===== config.mk =====
export PLATFORM = sky130hd
export DESIGN_NAME = uart_rx_sipo_flat
export DESIGN_NICKNAME = d
export VERILOG_FILES = /design/src/rtl/uart_pkg.sv /design/src/rtl/uart_rx_sipo_if.sv /design/src/rtl/uart_rx_sync.sv /design/src/rtl/uart_rx_sipo.sv /design/src/flat_wrapper.sv
export SDC_FILE = /design/constraint.sdc
export NUM_CORES = 1
export LEC_CHECK = 0
export ABC_AREA = 1
export ABC_CLOCK_PERIOD_IN_PS = 1620
export BUFFER_PORTS_ARGS = -buffer_cell sky130_fd_sc_hd__buf_2
export CAP_MARGIN = 30
export CORE_MARGIN = 4
export CORE_UTILIZATION = 55
export DETAILED_ROUTE_END_ITERATION = 10
export GPL_TIMING_DRIVEN = 0
export PLACE_DENSITY = 0.76
export SYNTH_ARGS = -nofsm -noshare
export SYNTH_HDL_FRONTEND = slang
export SYNTH_HIERARCHICAL = 1
export SYNTH_SLANG_ARGS = --single-unit

===== constraint.sdc =====
create_clock -name baud_clk -period 1.62 [get_ports baud_clk]
set_input_delay 0.162 -clock baud_clk [delete_from_list [all_inputs] [get_ports baud_clk]]
set_output_delay 0.162 -clock baud_clk [all_outputs]
set_load 0.02 [all_outputs]

===== src/rtl/uart_pkg.sv =====
// ============================================================================
// uart_pkg : shared UART frame constants, FSM state type and parity helper
// Revision : 1.0 - initial release
// ============================================================================
`default_nettype none

package uart_pkg;

  localparam int UART_DATA_BITS  = 8;
  localparam int UART_FRAME_BITS = 11;

  typedef enum logic [2:0] {
    IDLE   = 3'd0,
    START  = 3'd1,
    DATA   = 3'd2,
    PARITY = 3'd3,
    STOP   = 3'd4
  } uart_state_e;

  // Parity bit a transmitter sends for this byte; odd=1 selects odd parity.
  function automatic logic uart_parity(input logic [UART_DATA_BITS-1:0] data,
                                       input logic odd);
    return (^data) ^ odd;
  endfunction

endpackage

`default_nettype wire


===== src/rtl/uart_rx_sipo_if.sv =====
// ============================================================================
// uart_rx_sipo_if : serial input and received-byte outputs of the UART receiver
// Revision : 1.0 - initial release
// ============================================================================
`default_nettype none

interface uart_rx_sipo_if;
  import uart_pkg::*;

  logic                      data_rx;
  logic [UART_DATA_BITS-1:0] data_out;
  logic                      data_valid;
  logic                      parity_error;
  logic                      framing_error;
  logic                      active_flag;
  logic                      done_flag;

  modport master (
    input  data_rx,
    output data_out, data_valid, parity_error, framing_error,
           active_flag, done_flag
  );

  modport slave (
    output data_rx,
    input  data_out, data_valid, parity_error, framing_error,
           active_flag, done_flag
  );

endinterface

`default_nettype wire


===== src/rtl/uart_rx_sync.sv =====
// ============================================================================
// uart_rx_sync : 2-FF synchronizer, asynchronous active-low reset to 1 (idle)
// Revision : 1.0 - initial release
// ============================================================================
`default_nettype none

module uart_rx_sync (
  input  logic baud_clk,
  input  logic reset_n,
  input  logic data_in,
  output logic data_sync
);

  logic r_meta;
  logic r_sync;

  always_ff @(posedge baud_clk or negedge reset_n) begin
    if (!reset_n) begin
      r_meta <= 1'b1;
      r_sync <= 1'b1;
    end else begin
      r_meta <= data_in;
      r_sync <= r_meta;
    end
  end

  assign data_sync = r_sync;

endmodule

`default_nettype wire


===== src/rtl/uart_rx_sipo.sv =====
// ============================================================================
// uart_rx_sipo : oversampled 8-bit UART receiver (start, 8 data LSB-first,
//                parity, stop). Parity checking built only with
//                UART_RX_PARITY_CHECK_EN defined.
// Revision : 1.0 - initial release
// ============================================================================
`default_nettype none

module uart_rx_sipo
  import uart_pkg::*;
#(
  parameter int OVERSAMPLE = 16,
  parameter int PARITY_ODD = 0
) (
  input  logic           baud_clk,
  input  logic           reset_n,
  uart_rx_sipo_if.master rx_if
);

  localparam int c_CNT_W = $clog2(OVERSAMPLE);
  localparam int c_IDX_W = $clog2(UART_DATA_BITS);
  localparam logic [c_CNT_W-1:0] c_HALF_TICK = c_CNT_W'(OVERSAMPLE/2 - 1);
  localparam logic [c_CNT_W-1:0] c_FULL_TICK = c_CNT_W'(OVERSAMPLE - 1);
  localparam logic [c_IDX_W-1:0] c_LAST_IDX  = c_IDX_W'(UART_DATA_BITS - 1);

  if ((OVERSAMPLE < 4) || ((OVERSAMPLE % 2) != 0) ||
      (PARITY_ODD < 0) || (PARITY_ODD > 1)) begin : g_param_check
    $error("uart_rx_sipo: illegal OVERSAMPLE or PARITY_ODD");
  end

  logic                      w_rx_s;
  uart_state_e               r_state, w_state_next;
  logic [c_CNT_W-1:0]        r_cnt, w_cnt_next;
  logic                      w_sample;
  logic [c_IDX_W-1:0]        r_idx;
  logic [UART_DATA_BITS-1:0] r_shift;
  logic                      r_rx_prev;
  logic [UART_DATA_BITS-1:0] r_data_out;
  logic                      r_valid;
  logic                      r_ferr;

  uart_rx_sync u_sync (
    .baud_clk  (baud_clk),
    .reset_n   (reset_n),
    .data_in   (rx_if.data_rx),
    .data_sync (w_rx_s)
  );

  always_ff @(posedge baud_clk or negedge reset_n) begin
    if (!reset_n) begin
      r_state <= IDLE;
      r_cnt   <= '0;
    end else begin
      r_state <= w_state_next;
      r_cnt   <= w_cnt_next;
    end
  end

  // Counter restarts at every sample point so each bit is centred.
  always_comb begin
    w_state_next = r_state;
    w_cnt_next   = r_cnt + 1'b1;
    w_sample     = 1'b0;
    case (r_state)
      IDLE: begin
        w_cnt_next = '0;
        if (r_rx_prev && !w_rx_s) w_state_next = START;
      end
      START: begin
        if (r_cnt == c_HALF_TICK) begin
          w_cnt_next   = '0;
          w_state_next = w_rx_s ? IDLE : DATA;
        end
      end
      DATA: begin
        if (r_cnt == c_FULL_TICK) begin
          w_cnt_next = '0;
          w_sample   = 1'b1;
          if (r_idx == c_LAST_IDX) w_state_next = PARITY;
        end
      end
      PARITY: begin
        if (r_cnt == c_FULL_TICK) begin
          w_cnt_next   = '0;
          w_sample     = 1'b1;
          w_state_next = STOP;
        end
      end
      STOP: begin
        if (r_cnt == c_FULL_TICK) begin
          w_cnt_next   = '0;
          w_sample     = 1'b1;
          w_state_next = IDLE;
        end
      end
      default: begin
        w_cnt_next   = '0;
        w_state_next = IDLE;
      end
    endcase
  end

  always_ff @(posedge baud_clk or negedge reset_n) begin
    if (!reset_n) begin
      r_rx_prev  <= 1'b1;
      r_idx      <= '0;
      r_shift    <= '0;
      r_data_out <= '0;
      r_valid    <= 1'b0;
      r_ferr     <= 1'b0;
    end else begin
      r_rx_prev <= w_rx_s;
      r_valid   <= 1'b0;
      if (r_state == START) begin
        r_idx <= '0;
      end
      if ((r_state == DATA) && w_sample) begin
        r_shift[r_idx] <= w_rx_s;
        r_idx          <= r_idx + 1'b1;
      end
      if ((r_state == STOP) && w_sample) begin
        r_data_out <= r_shift;
        r_ferr     <= !w_rx_s;
        r_valid    <= 1'b1;
      end
    end
  end

`ifdef UART_RX_PARITY_CHECK_EN
  logic r_parity_bit;
  logic r_perr;

  always_ff @(posedge baud_clk or negedge reset_n) begin
    if (!reset_n) begin
      r_parity_bit <= 1'b0;
      r_perr       <= 1'b0;
    end else begin
      if ((r_state == PARITY) && w_sample) r_parity_bit <= w_rx_s;
      if ((r_state == STOP) && w_sample)
        r_perr <= (r_parity_bit != uart_parity(r_shift, 1'(PARITY_ODD)));
    end
  end

  assign rx_if.parity_error = r_perr;
`else
  assign rx_if.parity_error = 1'b0;
`endif

  assign rx_if.data_out      = r_data_out;
  assign rx_if.data_valid    = r_valid;
  assign rx_if.framing_error = r_ferr;
  assign rx_if.active_flag   = (r_state != IDLE);
  assign rx_if.done_flag     = (r_state == IDLE);

endmodule

`default_nettype wire


===== src/flat_wrapper.sv =====
// flat-port wrapper written by rule: the top's interface ports become plain ports
module uart_rx_sipo_flat import uart_pkg::*;
#(
  parameter int OVERSAMPLE = 16,
  parameter int PARITY_ODD = 0
)
  (baud_clk, reset_n, rx_if_data_rx, rx_if_data_out, rx_if_data_valid, rx_if_parity_error, rx_if_framing_error, rx_if_active_flag, rx_if_done_flag);
  uart_rx_sipo_if rx_if_i ();
  input  logic baud_clk;
  input  logic reset_n;
  input wire logic [$bits(rx_if_i.data_rx)-1:0] rx_if_data_rx;
  output wire logic [$bits(rx_if_i.data_out)-1:0] rx_if_data_out;
  output wire logic [$bits(rx_if_i.data_valid)-1:0] rx_if_data_valid;
  output wire logic [$bits(rx_if_i.parity_error)-1:0] rx_if_parity_error;
  output wire logic [$bits(rx_if_i.framing_error)-1:0] rx_if_framing_error;
  output wire logic [$bits(rx_if_i.active_flag)-1:0] rx_if_active_flag;
  output wire logic [$bits(rx_if_i.done_flag)-1:0] rx_if_done_flag;
  assign rx_if_i.data_rx = rx_if_data_rx;
  assign rx_if_data_out = rx_if_i.data_out;
  assign rx_if_data_valid = rx_if_i.data_valid;
  assign rx_if_parity_error = rx_if_i.parity_error;
  assign rx_if_framing_error = rx_if_i.framing_error;
  assign rx_if_active_flag = rx_if_i.active_flag;
  assign rx_if_done_flag = rx_if_i.done_flag;
  uart_rx_sipo #(.OVERSAMPLE(OVERSAMPLE), .PARITY_ODD(PARITY_ODD)) u_core (.baud_clk(baud_clk), .reset_n(reset_n), .rx_if(rx_if_i));
endmodule

Yosys cells after proc, flatten, opt, wreduce, memory -nomap -nowiden:

Cells that the tools add are included.

* bits in registers: 31
* input port bits: 3

* add/sub/neg operators: 2
* $lt $le $gt $ge: 2
* equal/unequal tests: 13
* mux-type cells: 19
* reductions and logical operators: 10

Operators by type and width (count)
* 3-bit 2-to-1 mux: 8
* 3-bit case mux with 5 select lines: 1
* 2-bit by 1-bit inequality test with 1-bit output (second input constant): 6
* 8-bit bitwise mux: 1
* 4-bit 2-to-1 mux: 2
* 4-bit case mux with 2 select lines: 1
* 3-bit by 2-bit equality test with 1-bit output (second input constant): 2
* 3-bit equality test (second input constant): 2
* 6-bit AND reduction: 1
* 4-bit by 1-bit adder with 4-bit output (second input constant): 1
* 4-bit by 3-bit equality test with 1-bit output (second input constant): 1
* 4-bit equality test (second input constant): 1
* 1-bit logical AND: 4
* 3-bit by 4-bit less-than comparator with 1-bit output (second input constant): 1
* 1-bit 2-to-1 mux: 4
* 3-bit by 1-bit adder with 3-bit output (second input constant): 1
* 1-bit demux with 3-bit select: 1
* 3-bit by 1-bit equality test with 1-bit output (second input constant): 1
* 3-bit by 1-bit >= comparator with 1-bit output (second input constant): 1
* 3-bit zero test: 1
* 3-bit nonzero test: 1
* 3-bit OR reduction: 1
* 2-bit 2-to-1 mux: 1
* 2-bit nonzero test: 1
* 1-bit zero test: 1

Logic depth before layout (Yosys ltp):

* word-level depth: 5
* depth in mapped cells: 9
* mapped depth without buffers: 9

Hierarchy:

Netlist, hierarchy kept.

By module, submodules not included
* uart_rx_sipo: instances 1, cells an instance 160, area each 1416.4 um2, sequential area each 726.9 um2
* uart_rx_sync: instances 1, cells an instance 2, area each 52.6 um2, sequential area each 52.6 um2

Worst setup path after synthesis:

No wires, ideal clock.

* kind: reg2out
* from: reg u_core.r_state[2]
* to: out rx_if_active_flag
* arrival: 1201 ps
* path slack: 257 ps
* stages on the path, launching flop included: 5
* path buffers: 0
* cell sequence: dfrtp_1 > nor2_4 > inv_1 > nor2_1 > inv_1

* word-level cells in the longest chain between the ends: 1

RTL lines
* start, declared: line uart_rx_sipo.sv:32 `uart_state_e r_state, w_state_next;`
* start signal, assigned: line uart_rx_sipo.sv:54 `r_state <= w_state_next;`
* 3-bit nonzero test: line uart_rx_sipo.sv:152 `assign rx_if.active_flag = (r_state != IDLE);`
* end, declared: line flat_wrapper.sv:16 `output wire logic [$bits(rx_if_i.active_flag)-1:0] rx_if_active_flag;`

No other way between the ends.

Final worst setup path:

Same ends and word-level chain as after synthesis.

==> impl_metrics.toml <==
[cts]
ctsResizeCount = 0
numCtsBuffers = 5
cts_sinks = 31
cts.reportedPaths.clkPinSlew_ns = 0.09
cts_root_buf = "clkbuf_4"
cts.path.max_buffers = 2
cts_max_level = 2
clock_latency_ns = 0.32
cts_tree = "yes"

[sta]
fin_crit_sh = 0.913
setup_violations = 0
worst_slack_ns = 0.141
worst_pin_slew_ns = 0.657
fin_crit_ns = 1.48
finClkSkew_ns = 0.00591
hold_viol = 0
max_freq_mhz = 676
setup_tns_ns = 0
rsz0062_at_grt = "false"
drv_slew = 0
slew_headroom = 0.562

[global_routing]
grt_usage = 0.170
antenna_found_initial = 0
grt_pass1_vias = 1055
overflow = 0
grt_pass1_wl_um = 4480
grt_max_degree = 32

[drt]
routed-wl-met3_um = 102
wl_per_cell_um = 12.0
drc_errors = 0
viasPerCell = 5.07
route.met2.wl_um = 1280
totalWireLength_um = 2610
top_layer = "met4"
antenna_left = 0
dr_total_vias = 1100
wl_met1_um = 1190
drt-initial-drc-count = 43
drt_first_pass_iters = 4

[placement]
dp_cells = 206
portBuffers = 14
gp_congestion = 0.891
dp_slack_ns = 0.185
place_hpwl_um = 1910

[worst_setup_path]
critical_path_class = "reg2out"
critPathLaunchType = "flop"
r2r_cells = 8
critPathArrivalTime_ns = 1.32
reg2reg_slack_ns = 0.17
r2r_start = "u_core/r_cnt[0]"
endpoint_kind = "primary output"
endpoint = "rx_if_active_flag"
crit_fanout = 6
crit_start = "u_core/r_state[2]"
cp.required_ns = 1.46
rr_endpoint = "u_core/r_state[2]"

[floorplanning]
core_um2 = 2520
io_pins = 16
die_w_um = 59.7
dieArea_um2 = 3560
num_rows = 18
initial_core_util = 0.582
fp.dieH_um = 59.7

[cells_and_area]
drive_gt1_frac = 0.219
syn2layout_area_growth_pct = 12.8
nets = 192
final_util = 0.657
multi_input_area_um2 = 584
seq_area_um2 = 779
num-fill-cells = 211
diodes = 0
fin_cells = 217

[logic_synthesis]
synth_top_area_share = 0.477
syn_avg_cell_area_um2 = 9.07
synth_area_leader_cell = "dfrtp_1"
synthTopCellsByArea = "dfrtp_1 (48%), nand2_1 (10%), dfstp_2 (5.4%)"
syn_inst = 162
yosysWarnings = 6
yosys_register_bits = 31
synth_fp_nets = 168
ys_types = 24
netlist_area_um2 = 1470
yosysSeqAreaShare = 0.531

[hold_path]
min_path_cells = 0
hold_class = "reg2reg"

[power]
power_mw = 2.00
worst_ir_drop_vdd_mv = 1.01
power.leakage_nw = 0.941
power_density_nw_per_um2 = 1210

[outcome]
outcome = "complete, no violations"

[flow_run]
max_cap_viol_count = 0
-- worst min-delay path by stage --
| stage | from | to |
|---|---|---|
| final | u_core/u_sync/r_meta | u_core/u_sync/data_sync |
| after global routing | u_core/u_sync/r_meta | u_core/u_sync/data_sync |
| after CTS | u_core/u_sync/r_meta | u_core/u_sync/data_sync |
| after detailed placement | reset_n | u_core/r_cnt[0] |
| after global placement | reset_n | u_core/r_cnt[0] |
| after floorplan | reset_n | u_core/r_cnt[0] |
-- cells in the mapped netlist --
master   count
a21oi_1      1
a21oi_4      1
buf_4        1
buf_6        3
conb_1       1
dfrtp_1     28
dfstp_2      3
ha_1         3
inv_1       16
inv_2        1
nand2_1     41
nand2_4      4
nand3_1     14
nand4_1      3
nor2_1      14
nor2_2       1
nor2_4       2
nor2_8       1
nor3_1       2
o21ai_0     13
o21ai_1      5
o21ai_2      1
o31ai_1      2
xor2_1       1
-- cell families after synthesis --
kind of cell / Yosys count / synth area share
other cells: 1 / 0.00255
flops: 31 / 0.531
compound gates: 23 / 0.0920
xor+xnor: 1 / 0.00596
buf+inv: 21 / 0.0715
fa+ha+maj: 3 / 0.0256
simple gates: 82 / 0.272
-- repair_timing --
item / CTS / global route
buffers inserted: 0 / 1
endpoints found under the hold margin: 29 / 0
hold buffers: 2 / 0
endpoints found under the setup margin: 0 / 2
-- flip-flops by register name, indices dropped and copies added, names as in the netlist --
signal and cells:
u_core/r_cnt 4, u_core/r_idx 3, u_core/r_rx_prev 1, u_core/r_shift 8
u_core/r_state 3, u_core/rx_if.data_out 8, u_core/rx_if.data_valid 1, u_core/rx_if.framing_error 1
u_core/u_sync/data_sync 1, u_core/u_sync/r_meta 1
-- where the power goes --
| part | leakage [nW] | total (mW) | internal (mW) | switching (mW) |
|---|---|---|---|---|
| clock network | 0.0347 | 0.413 | 0.161 | 0.252 |
| logic | 0.489 | 0.677 | 0.243 | 0.434 |
| registers | 0.418 | 0.911 | 0.839 | 0.0727 |
| total | 0.941 | 2.00 | 1.24 | 0.758 |
-- through the flow --
stage                     hold slack, ns  area [um^2]
after floorplan                   -0.134         1470
after global placement             0.219         1580
after detailed placement           0.230         1580
after CTS                          0.365         1650
after global routing               0.370         1660
final                              0.364         1660
-- area by class of cell --
cell class / count / area share
plain buffers: 4 / 0.0249
clock buffers: 5 / 0.0227
clock inverters: 3 / 0.00906
inverters: 17 / 0.0385
multi-input cells: 110 / 0.353
flip-flops and latches: 31 / 0.471
well taps: 30 / 0.0227
repair buffers: 17 / 0.0589
-- layout by cell type, fill, tap and decap left out, drive strengths merged --
cell,netlist,routed
nand2,45,45
dfrtp,28,28
buf,4,19
o21ai,19,19
nor2,18,18
inv,17,17
nand3,14,14
clkbuf,0,5
clkinv,0,3
nand4,3,3
ha,3,3
dfstp,3,3
dlygate4sd3,0,2
nor3,2,2
o31ai,2,2
a21oi,2,2
xor2,1,1
conb,1,1
-- per-layer routing --
layer | track usage | vias to the layer above
met1 | 0.200 | 513
met5 | 0 | -
met2 | 0.275 | 18
met4 | 0.0759 | 0
met3 | 0.0626 | 4
li1 | - | 565
-- critical path, cell delays in order (launching register included) --
cell and delay, ns:
dfrtp_1 0.50, nor2_4 0.16, inv_1 0.04, nor2_1 0.11
inv_1 0.05, buf_2 0.15
Power figures use the tool's default switching activity.
